--- config.mk ---
export PLATFORM = sky130hd
export DESIGN_NAME = calc_operand_mem
export DESIGN_NICKNAME = d
export VERILOG_FILES = /design/src/rtl/calc_pkg.sv /design/src/rtl/calc_digit_reg.sv /design/src/rtl/calc_operand_mem.sv
export SDC_FILE = /design/constraint.sdc
export NUM_CORES = 1
export LEC_CHECK = 0
export ABC_AREA = 0
export CELL_PAD_IN_SITES_DETAIL_PLACEMENT = 2
export CELL_PAD_IN_SITES_GLOBAL_PLACEMENT = 2
export CORE_MARGIN = 5
export CORE_UTILIZATION = 23
export DETAILED_ROUTE_END_ITERATION = 10
export GPL_TIMING_DRIVEN = 0
export PLACE_DENSITY = 0.79
export SLEW_MARGIN = 20
export SYNTH_ARGS = -nofsm -noshare
export SYNTH_HDL_FRONTEND = slang
export SYNTH_SLANG_ARGS = --single-unit
--- constraint.sdc ---
create_clock -name clk -period 1.8 [get_ports clk]
set_input_delay 0.45 -clock clk [delete_from_list [all_inputs] [get_ports clk]]
set_output_delay 0.45 -clock clk [all_outputs]
set_load 0.05 [all_outputs]
--- src/rtl/calc_pkg.sv ---
// Shared encodings for the calculator operand store: FSM state codes,
// operator codes and the largest legal BCD digit.
package calc_pkg;

    typedef enum logic [1:0] {
        S_A   = 2'b00,
        S_OP  = 2'b01,
        S_B   = 2'b10,
        S_RES = 2'b11
    } calc_state_e;

    localparam logic [1:0] OP_ADD = 2'd0;
    localparam logic [1:0] OP_SUB = 2'd1;
    localparam logic [1:0] OP_MUL = 2'd2;
    localparam logic [1:0] OP_DIV = 2'd3;

    localparam logic [3:0] BCD_MAX = 4'd9;

endpackage

--- src/rtl/calc_digit_reg.sv ---
// One BCD operand: left-shifting digit register with a significant-digit
// counter and a full flag. Loads recompute the count from the loaded value.
module calc_digit_reg #(
    parameter int DIGITS = 4
) (
    input  logic                  clk,
    input  logic                  rst,
    input  logic                  clr_i,
    input  logic                  shift_i,
    input  logic                  load_i,
    input  logic [3:0]            digit_i,
    input  logic [4*DIGITS-1:0]   load_val_i,
    output logic [4*DIGITS-1:0]   val_o,
    output logic                  full_o
);
    localparam int W  = 4 * DIGITS;
    localparam int CW = $clog2(DIGITS + 1);

    logic [W-1:0]  val_q, val_d;
    logic [CW-1:0] cnt_q, cnt_d;

    // Position of the most significant non-zero digit, i.e. how many digits count.
    function automatic logic [CW-1:0] sig_digits(input logic [W-1:0] v);
        sig_digits = '0;
        for (int i = 0; i < DIGITS; i++) begin
            if (v[4*i +: 4] != 4'd0) sig_digits = CW'(i + 1);
        end
    endfunction

    always_comb begin
        val_d = val_q;
        cnt_d = cnt_q;
        if (clr_i) begin
            val_d = '0;
            cnt_d = '0;
        end else if (load_i) begin
            val_d = load_val_i;
            cnt_d = sig_digits(load_val_i);
        end else if (shift_i && (cnt_q != CW'(DIGITS))) begin
            // Leading zeros into an empty operand do not consume a digit slot.
            if (!((val_q == '0) && (digit_i == 4'd0))) begin
                val_d = W'({val_q, digit_i});
                cnt_d = cnt_q + CW'(1);
            end
        end
    end

    always_ff @(posedge clk) begin
        if (rst) begin
            val_q <= '0;
            cnt_q <= '0;
        end else begin
            val_q <= val_d;
            cnt_q <= cnt_d;
        end
    end

    assign val_o  = val_q;
    assign full_o = (cnt_q == CW'(DIGITS));

endmodule

--- src/rtl/calc_operand_mem.sv ---
// Operand/operator store for the calculator datapath with entry FSM.
// Optional result history buffer built only when CALC_MEM_HISTORY_EN is defined.
//
//   state | meaning
//   S_A   | entering operand A (save1)
//   S_OP  | operator latched, operand B still empty
//   S_B   | entering operand B (save2)
//   S_RES | result of equals shown in save1
module calc_operand_mem
    import calc_pkg::*;
#(
    parameter int DIGITS     = 4,
    parameter int OPW        = 2,
    parameter int HIST_DEPTH = 4
) (
    input  logic                              clk,
    input  logic                              rst,
    input  logic [3:0]                        num,
    input  logic                              num_valid,
    input  logic [OPW-1:0]                    operator,
    input  logic                              op_valid,
    input  logic                              equ_valid,
    input  logic                              clear_enable,
    input  logic [4*DIGITS-1:0]               res,
    input  logic                              hist_rd,
    input  logic [$clog2(HIST_DEPTH)-1:0]     hist_idx,
    output logic [4*DIGITS-1:0]               save1,
    output logic [4*DIGITS-1:0]               save2,
    output logic [OPW-1:0]                    op_out,
    output logic                              op_set,
    output logic [1:0]                        state_out,
    output logic                              full,
    output logic                              err,
    output logic [4*DIGITS-1:0]               hist_data,
    output logic [$clog2(HIST_DEPTH+1)-1:0]   hist_count
);
    localparam int W  = 4 * DIGITS;
    localparam int IW = $clog2(HIST_DEPTH);
    localparam int HW = $clog2(HIST_DEPTH + 1);

    calc_state_e    state_q, state_d;
    logic [OPW-1:0] op_q, op_d;
    logic           op_set_q, op_set_d;
    logic           err_q, err_d;

    logic           clr;
    logic           a_shift, a_load, b_shift, b_load;
    logic [W-1:0]   a_load_val, b_load_val;
    logic           a_full, b_full;
    logic           hist_wr;

    calc_digit_reg #(.DIGITS(DIGITS)) u_reg_a (
        .clk        (clk),
        .rst        (rst),
        .clr_i      (clr),
        .shift_i    (a_shift),
        .load_i     (a_load),
        .digit_i    (num),
        .load_val_i (a_load_val),
        .val_o      (save1),
        .full_o     (a_full)
    );

    calc_digit_reg #(.DIGITS(DIGITS)) u_reg_b (
        .clk        (clk),
        .rst        (rst),
        .clr_i      (clr),
        .shift_i    (b_shift),
        .load_i     (b_load),
        .digit_i    (num),
        .load_val_i (b_load_val),
        .val_o      (save2),
        .full_o     (b_full)
    );

    always_comb begin
        state_d    = state_q;
        op_d       = op_q;
        op_set_d   = op_set_q;
        err_d      = err_q;
        clr        = 1'b0;
        a_shift    = 1'b0;
        a_load     = 1'b0;
        a_load_val = '0;
        b_shift    = 1'b0;
        b_load     = 1'b0;
        b_load_val = '0;
        hist_wr    = 1'b0;

        // Strobes are mutually prioritised; the losers in a cycle are dropped.
        if (clear_enable) begin
            clr      = 1'b1;
            state_d  = S_A;
            op_d     = '0;
            op_set_d = 1'b0;
            err_d    = 1'b0;
        end else if (equ_valid) begin
            if (state_q == S_B) begin
                a_load     = 1'b1;
                a_load_val = res;
                b_load     = 1'b1;
                op_set_d   = 1'b0;
                state_d    = S_RES;
                hist_wr    = 1'b1;
            end
        end else if (op_valid) begin
            op_d     = operator;
            op_set_d = 1'b1;
            state_d  = S_OP;
            // Chained operator: fold the pending result into A and restart B.
            if (state_q == S_B) begin
                a_load     = 1'b1;
                a_load_val = res;
                b_load     = 1'b1;
            end
        end else if (num_valid) begin
            if (num > BCD_MAX) begin
                err_d = 1'b1;
            end else begin
                case (state_q)
                    S_A:   a_shift = 1'b1;
                    S_OP: begin
                        b_load     = 1'b1;
                        b_load_val = W'(num);
                        state_d    = S_B;
                    end
                    S_B:   b_shift = 1'b1;
                    S_RES: begin
                        a_load     = 1'b1;
                        a_load_val = W'(num);
                        state_d    = S_A;
                    end
                    default: ;
                endcase
            end
        end
    end

    always_ff @(posedge clk) begin
        if (rst) begin
            state_q  <= S_A;
            op_q     <= '0;
            op_set_q <= 1'b0;
            err_q    <= 1'b0;
        end else begin
            state_q  <= state_d;
            op_q     <= op_d;
            op_set_q <= op_set_d;
            err_q    <= err_d;
        end
    end

    always_comb begin
        full = 1'b0;
        case (state_q)
            S_A, S_RES: full = a_full;
            S_B:        full = b_full;
            default:    full = 1'b0;
        endcase
    end

    assign op_out    = op_q;
    assign op_set    = op_set_q;
    assign err       = err_q;
    assign state_out = state_q;

`ifdef CALC_MEM_HISTORY_EN
    logic [W-1:0]  hist_mem_q [HIST_DEPTH];
    logic [IW-1:0] wr_ptr_q;
    logic [HW-1:0] hcnt_q;
    logic [W-1:0]  hdata_q;
    logic [IW-1:0] rd_ptr;

    // Newest entry sits just behind the write pointer.
    assign rd_ptr = wr_ptr_q - IW'(1) - hist_idx;

    always_ff @(posedge clk) begin
        if (rst) begin
            wr_ptr_q <= '0;
            hcnt_q   <= '0;
            hdata_q  <= '0;
        end else begin
            if (hist_wr) begin
                hist_mem_q[wr_ptr_q] <= res;
                wr_ptr_q             <= wr_ptr_q + IW'(1);
                if (hcnt_q != HW'(HIST_DEPTH)) hcnt_q <= hcnt_q + HW'(1);
            end
            if (hist_rd) begin
                hdata_q <= (HW'(hist_idx) < hcnt_q) ? hist_mem_q[rd_ptr] : '0;
            end
        end
    end

    assign hist_data  = hdata_q;
    assign hist_count = hcnt_q;
`else
    logic unused_hist;
    assign unused_hist = ^{hist_rd, hist_idx, hist_wr};
    assign hist_data   = '0;
    assign hist_count  = '0;
`endif

endmodule

Word-level counts from Yosys, hierarchy flattened:

Cells that the tools add are included.

* register bits: 44
* logic and storage cells: 122

* bitwise gates (word level): 2
* reduce and logical (&&, ||, !) cells: 30
* add/sub/neg operators: 2
* muxes and demuxes: 68
* equal/unequal tests: 11
* order comparisons: 1

Operators with widths (number)
* 2-to-1 mux 16 bit: 10
* 2-to-1 mux 4 bit: 9
* zero test 16 bit: 2
* 2-to-1 mux 1 bit: 30
* 2-to-1 mux 3 bit: 8
* nonzero test 4 bit: 6
* 2-to-1 mux 2 bit: 9
* nonzero test 4 bit, first input constant: 3
* inequality test 3 bit, second input constant: 3
* AND reduction 2 bit: 4
* AND reduction 4 bit: 2
* adder 3 x 1 -> 3 bit, second input constant: 2
* equality test 3 bit, second input constant: 2
* nonzero test 2 bit: 3
* OR reduction 2 bit: 3
* equality test 2 bit, second input constant: 2
* greater-than comparator 4 bit, second input constant: 1
* logical AND 1 bit: 4
* zero test 4 bit: 1
* inequality test 2 bit, second input constant: 2
* case mux 2 bit (2 select lines): 1
* nonzero test 3 bit: 1
* equality test 2 x 1 -> 1 bit, second input constant: 1
* zero test 2 bit: 1
* other kinds (3): 4

Longest topological paths before layout:

Gate-level depths: netlist of run 1.

* word-level depth: 13
* depth in mapped cells: 8
* depth with buffers taken out: 6

By module:

A second synthesis of run 1 with hierarchy kept.

* cell total of the unflattened synthesis: 329
* area, all modules: 2796.4 um2

By module, submodules not included
* calc_digit_reg: sequential area each 380.4 um2, area each 1027.2 um2, times used 2, cells an instance 121
* calc_operand_mem: sequential area each 120.1 um2, area each 742.0 um2, times used 1, cells an instance 87

Worst setup path after synthesis of run 1:

No wires, ideal clock.

* path kind: register -> output
* start: reg state_q[0] (netlist: state_out[0])
* end: out full
* data required time: 1.350 ns
* cell stages (with the launch flop): 4
* slack: -0.459 ns
* arrival time: 1.809 ns
* cell sequence: dfxtp_1 buf_2 nand2_1 o22ai_1

* word-level cells in the longest chain between the ends: 3
* elaborated cells between the ends (all ways): 5
* those cells by class: eq/ne: 2; mux: 1; reduce/logical: 2

Ends and longest elaborated chain
* start: declaration: line calc_operand_mem.sv:41 `calc_state_e state_q, state_d;`
* start signal: assignment: line calc_operand_mem.sv:146 `state_q <= state_d;`
* equality test 2 bit / zero test 2 bit (equally long branches): line calc_operand_mem.sv:155 `case (state_q)`
* OR reduction 2 bit: line calc_operand_mem.sv:155
* case mux 1 bit (2 select lines) *: line calc_operand_mem.sv:155
* end: declaration: line calc_operand_mem.sv:32 `output logic full,`

Mark *: on every way between the ends. The rest lies on a longest branch, timed or not.

Worst setup path after layout of run 1:

* start: reg u_reg_a.val_q[4] (netlist: u_reg_a.val_o[4])
* end: reg u_reg_a.cnt_q[1]

* word-level cells in the longest chain between the ends: 4

Ends and longest elaborated chain
* start: declaration: line calc_digit_reg.sv:19 `logic [W-1:0] val_q, val_d;`
* start signal: assignment: line calc_digit_reg.sv:53 `val_q <= val_d;`
* zero test 16 bit: line calc_digit_reg.sv:41 `if (!((val_q == '0) && (digit_i == 4'd0))) begin`
* logical AND 1 bit: line calc_digit_reg.sv:41
* inequality test 2 bit (no line)
* AND reduction 2 bit (no line)
* end signal: assignment: line calc_digit_reg.sv:54 `cnt_q <= cnt_d;`
* end: declaration: line calc_digit_reg.sv:20 `logic [CW-1:0] cnt_q, cnt_d;`

Every way passes these cells.
A chain may end at the register's enable or synchronous reset.

==> metrics, run 1 <==
antenna violations before repair 0; DRC 0; register area share after synthesis 0.349; Worst-Margin Slew 0.511 ns; Final GP Congestion 0.800; count leader, synth dfxtp_1; setup_tns -0.109 ns; Total GRT Usage 0.153; Critical Path Start Type flip-flop; ys flop type dfxtp_1; post-route ant nets 0; Antenna Cells 0; largest net degree at the start of global routing 14; Util after Layout 0.391; max-cap viol count 0; H-tree Lvls 2; layout cells sized above 1 0.443; Max Buffers Root-to-Sink 2; final hold violations 0; Die W 115 µm; Multi-input gate area 0.00179 mm²; Post-CTS Hold Fix Bufs 0; Core ar. 0.0108 mm²; Max Clk Rate 547 MHz; power per standard cell area 475 mW/mm²; synth top area cells dfxtp_1 35%, buf_4 6.5%, mux2i_1 6.3%; drt pass-1 iters 4; Final Worst Setup Slack -0.0270 ns; crit end category flip-flop; failing checks setup timing; I/O pin count 89; TritonCTS clock tree yes; post-DR wirelength/cell 19.7 µm; Synth Cell Area 0.00252 mm²; outcome finished with violations; ratio of final minimum period to clock period 1.01; root buf cell clkbuf_8; vias in the first global route 2949; Area Growth Syn to Fin 67.0%; FF+latch count, synth 44; DR vias 2635; Worst EP required 2.00 ns; count of final setup violators 6; EDFF count, synth 0; maximum vdd ir drop 0.235 mV; Starting Density 0.234; Nets 437; yosys synthesis warning count 0; kind of critical path reg2reg; Clock Pin Slew Worst Setup and Hold Paths 0.09 ns; Syn Inst Count 280; Leak 1.87 nW; CTS buffer count 5; Routed WL 10700 µm; RSZ-0062 raised after global routing yes; Post-DP HPWL 7180 µm; Vias/cell 4.86; I/O Buffers 66; post-synth cell types 51; area leader, netlist dfxtp_1; initial drt markers 91; Async SR Flop Fraction 0; Max Slew Vio Count 0; CTS sink cnt 44; grt ovf 0; Clock Skews 0.00805 ns; first-pass GRT wire length 16000 µm; final-layout fill cell count 1161; Critical Path AT 2.03 ns; most frequent cells after synthesis 44 x dfxtp_1, 24 x nor2_1, 22 x buf_4; worst-path maximum fanout 6; Die Height 115 µm; die area 0.0132 mm²; row count 38; fin crit period 1.83 ns; FF+latch area 915 µm²; Hold Path Class reg2reg; Setup WS pre-CTS -1.12 ns; Syn Area/Cell 9.02 µm²; Worst-Skew Late Latency 0.31 ns; relative slew slack 0.661; share of the synthesized area in the top cell type 0.349
## worst paths after layout
check / start / end / slack, ns / depth (start not counted)
max: u_reg_a.val_o[4] / u_reg_a.cnt_q[1] / -0.03 / 6
max reg2reg: u_reg_a.val_o[4] / u_reg_a.cnt_q[1] / -0.03 / 6
min: err / err / 0.49 / 2
min reg2reg: err / err / 0.49 / 2
## kinds of logic (layout without fill, tap and decap cells)
kind of cell,after synthesis,count (layout),share of synthesized area
AOI/OAI and AO/OA,85,85,0.262
xor gates and xnor gates,1,1,0.00347
adders and majority gates,4,4,0.0198
buffers and inverters,48,152,0.124
DFF,44,44,0.349
muxes,16,16,0.0634
other,1,19,0.00149
and+or+nand+nor,81,81,0.176
## worst max-delay path, cell delays in order (launching register included)
cell and delay (ns):
dfxtp_2 0.37, nor4_2 0.31, nand2_1 0.11, o211a_1 0.26
or2_4 0.27, buf_6 0.14, o221a_2 0.26
## sequential cells by signal (all words and copies together) (netlist names)
signal and count:
u_reg_b.cnt_q 3, u_reg_b.val_o 16, op_out 2, u_reg_a.val_o 16, state_out 2, op_set 1, err 1, u_reg_a.cnt_q 3
## area by class of cell
class,count,area share
buffer,37,0.0810
sequential,44,0.217
timing repair buffer,97,0.208
clock buffer,5,0.0163
clock inverter,2,0.00267
tap,140,0.0415
multi-input combinational,206,0.424
inverter,11,0.00979
## what timing repair did
| action | CTS | global route |
|---|---|---|
| pin swaps | 17 | 17 |
| cloned | 2 | 1 |
| setup buffers | 17 | 11 |
| gates resized for setup | 148 | 72 |
| setup endpoints to repair | 82 | 48 |
## through the flow
step	area (µm²)	hold WS [ns]	std cells	total power, mW
2_1_floorplan	2640	0.472	298	1.23
3_3_place_gp	3480	0.478	504	1.35
3_5_place_dp	3480	0.478	504	1.35
4_1_cts	3900	0.494	530	2.00
5_1_grt	4220	0.545	542	2.09
6_report	4220	0.488	542	2.00
## layout by cell type (no fill, tap or decap), types with 4 or more instances in the layout
master	Yosys	routed
conb_1	1	19
nor2_4	1	4
dfxtp_1	44	27
buf_8	0	4
dfxtp_4	0	5
a21oi_1	17	12
mux2i_1	16	16
a22oi_2	0	7
a211o_1	4	4
a21oi_2	11	16
nand2_1	7	6
nand3_1	13	7
o221a_2	4	4
ha_1	4	4
o31ai_1	14	10
buf_6	6	15
dlygate4sd2_1	0	42
inv_1	11	9
dfxtp_2	0	12
nor3_1	5	5
nor2_1	24	21
clkdlybuf4s50_1	0	10
nor4_4	0	9
buf_4	22	45
clkbuf_8	0	5
clkbuf_2	0	5
a22oi_1	12	5
## power breakdown
group / leakage, nW / switching (mW) / total [mW] / internal (mW)
registers: 0.365 / 0.00897 / 0.982 / 0.973
clock network: 0.0443 / 0.358 / 0.622 / 0.265
logic: 1.46 / 0.252 / 0.400 / 0.148
total: 1.87 / 0.619 / 2.00 / 1.39
## per-layer routing
metal  track usage  wire [µm]  vias to the layer above  share of wire
li1              -          -                     1254              -
met5             0          0                        -              0
met1         0.182       4470                     1293           0.42
met2         0.285       5640                       76           0.53
met4        0.0352        150                        0          0.014
met3        0.0274        417                       12          0.039
No activity file was read; power rests on OpenSTA's default activity.
==> run 2: changes to the inputs <==
--- a/config.mk
+++ b/config.mk
@@ -8,9 +8,10 @@
 export ABC_AREA = 0
 export CELL_PAD_IN_SITES_DETAIL_PLACEMENT = 2
 export CELL_PAD_IN_SITES_GLOBAL_PLACEMENT = 2
-export CORE_MARGIN = 5
+export CORE_MARGIN = 3
 export CORE_UTILIZATION = 23
 export DETAILED_ROUTE_END_ITERATION = 10
+export GPL_ROUTABILITY_DRIVEN = 0
 export GPL_TIMING_DRIVEN = 0
 export PLACE_DENSITY = 0.79
 export SLEW_MARGIN = 20
==> run 2 against run 1 <==
Effect of this change:
- total power grew 2.7%
- global-route usage grew 1.4 points
- cell area is 8.6% higher
- wire length increased by 14%
- the run still ends with setup timing left
- critical path depth unchanged
- maximum frequency shrank 8.5%
- sequential power about the same
- register-to-register slack worse by 0.06 ns
- worst setup slack worse by 0.17 ns
- sequential cell count unchanged
- clock-buffer cell count stayed put
- highest routed layer unchanged
- core utilization increased by 4.5 points
==> metrics, run 2 (synthesis gave the netlist of run 1 again) <==
setup_tns -1.61 ns (-1.50 ns); I/O pin count 89 (unchanged); crit end category flip-flop; I/O Buffers 66 (unchanged); outcome finished with violations; post-route ant nets 0 (unchanged); WHS 0.494 ns (+0.00584 ns); grt ovf 0 (unchanged); Slowest-stage cell, CP clkdlybuf4s50_1; relative slew slack 0.652 (-0.00878); first-pass GRT wire length 16700 µm (+4.1%); layout cells sized above 1 0.505 (+0.0621); Starting Density 0.240 (+0.00632); crit-path cells clkdlybuf4s50_1, nor4_4, nand3_1, a221oi_1, o31a_1, o221a_2; Worst-Skew Late Latency 0.31 ns (about the same); fin crit period 2.00 ns (+0.170 ns); Clock Skews 0.0115 ns (+0.00348 ns); most frequent cells in the layout 48 x buf_4, 37 x dlygate4sd2_1, 21 x nor2_1; most common cell after layout, fill and taps aside buf_4; CTS sink cnt 44 (unchanged); vias in the first global route 3077 (+4.3%); DR vias 2758 (+4.7%); Antenna Cells 0 (unchanged); Hold Path Class in2reg; antenna violations before repair 0 (unchanged); row count 37 (-2.6%); CTS buffer count 5 (unchanged); maximum vdd ir drop 0.269 mV (+14%); max-cap viol count 0 (unchanged); kind of critical path in2reg; Routed WL 12200 µm (+14%); Die Height 111 µm (-3.5%); failing checks setup timing; ratio of final minimum period to clock period 1.11 (+0.0945); Area Growth Syn to Fin 81.4%; Max Buffers Root-to-Sink 2 (unchanged); Setup WS pre-CTS -1.11 ns (+0.00853 ns); Worst EP required 2.05 ns (+0.05 ns); Worst-Margin Slew 0.524 ns (+0.0132 ns); die area 0.0123 mm² (-6.8%); Final Worst Setup Slack -0.197 ns (-0.170 ns); power per standard cell area 449 mW/mm² (-5.4%); DRC 0 (unchanged); Post-DP HPWL 7140 µm (-0.44%); root buf cell clkbuf_8; final-layout fill cell count 1152 (-0.78%); Total GRT Usage 0.167 (+0.0141); post-DR wirelength/cell 22.3 µm (+13%); final hold violations 0 (unchanged); Critical Path Start Type input pin; R2R depth 7 (+1); worst-path maximum fanout 2 (-4); Die W 111 µm (-3.5%); H-tree Lvls 2 (unchanged); Hold Path Stages 3 (+1); max incr delay on CP 0.46 ns (+0.09 ns); initial drt markers 101 (+11%); Max Slew Vio Count 0 (unchanged); largest net degree at the start of global routing 14 (unchanged); Leak 1.91 nW (+2.1%); count of final setup violators 21 (+15); Core ar. 0.0105 mm² (-2.6%); TritonCTS clock tree yes; RSZ-0062 raised after global routing yes; Critical Path AT 2.25 ns (+0.22 ns); Nets 447 (+2.3%); Vias/cell 5.03 (+3.5%); drt pass-1 iters 4 (unchanged); Clock Pin Slew Worst Setup and Hold Paths 0.09 ns (about the same); Max Clk Rate 501 MHz (-8.5%)
-- run 2: cell count changes in the layout (fill, tap and decap cells not counted), sizes merged --
cell           change
a31oi              +1
clkdlybuf4s50      +5
dlymetal6s2s       -1
clkbuf             -2
dlygate4sd2        -5
clkdlybuf4s15      +1
buf               +11
-- run 2: area by class of cell --
cell class,instances,area (µm²),area share
multi-input cells,207,1960,0.427
well taps,136,170,0.0372
clock inverters,2,11.3,0.00246
clock buffers,5,68.8,0.0150
inverters,11,41.3,0.00902
repair buffers,110,1100,0.240
plain buffers,33,307,0.0669
flip-flops and latches,44,927,0.202
-- run 2: layer usage --
layer / routed length, µm / GRT usage / vias to the layer above
met5: 0 / 0 / -
met4: 295 / 0.0369 / 0
met3: 496 / 0.0360 / 21
met2: 6540 / 0.318 / 85
met1: 4870 / 0.189 / 1379
li1: - / - / 1273
-- run 2: what timing repair did --
item / in CTS / in global routing
buffers inserted: 18 / 27
hold buffers: 0 / 0
pin swaps: 12 / 38
setup endpoints to repair: 82 / 46
gates cloned: 3 / 3
hold endpoints to repair: 0 / 0
gates resized for setup: 160 / 101
-- run 2: per-stage QoR --
step,util,area (µm²),instances,total power [mW]
finish,0.436,4580,548,2.06
floorplan,-,2640,298,1.23
detailed placement,0.331,3470,500,1.35
CTS,0.386,4060,528,2.01
global route,0.436,4580,548,2.15
global placement,0.331,3470,500,1.34
-- run 2: report_power, final --
group	leakage, nW	internal, mW	switching [mW]	total, mW
combinational	1.50	0.173	0.269	0.443
clock	0.0443	0.265	0.367	0.632
sequential	0.369	0.972	0.0113	0.983
total	1.91	1.41	0.648	2.06
-- run 2: worst max-delay path, delay by kind of cell --
family / cells / cell delay (ns)
simple gates: 2 / 0.55
buf+inv: 1 / 0.46
compound gates: 3 / 0.78
-- run 2: final timing paths --
check | startpoint | to | slack (ns)
setup / recovery | res[12] | u_reg_a.cnt_q[0] | -0.20
hold / removal | equ_valid | state_out[0] | 0.49
setup reg to reg | state_out[1] | u_reg_a.cnt_q[0] | -0.09
hold reg to reg | err | err | 0.51
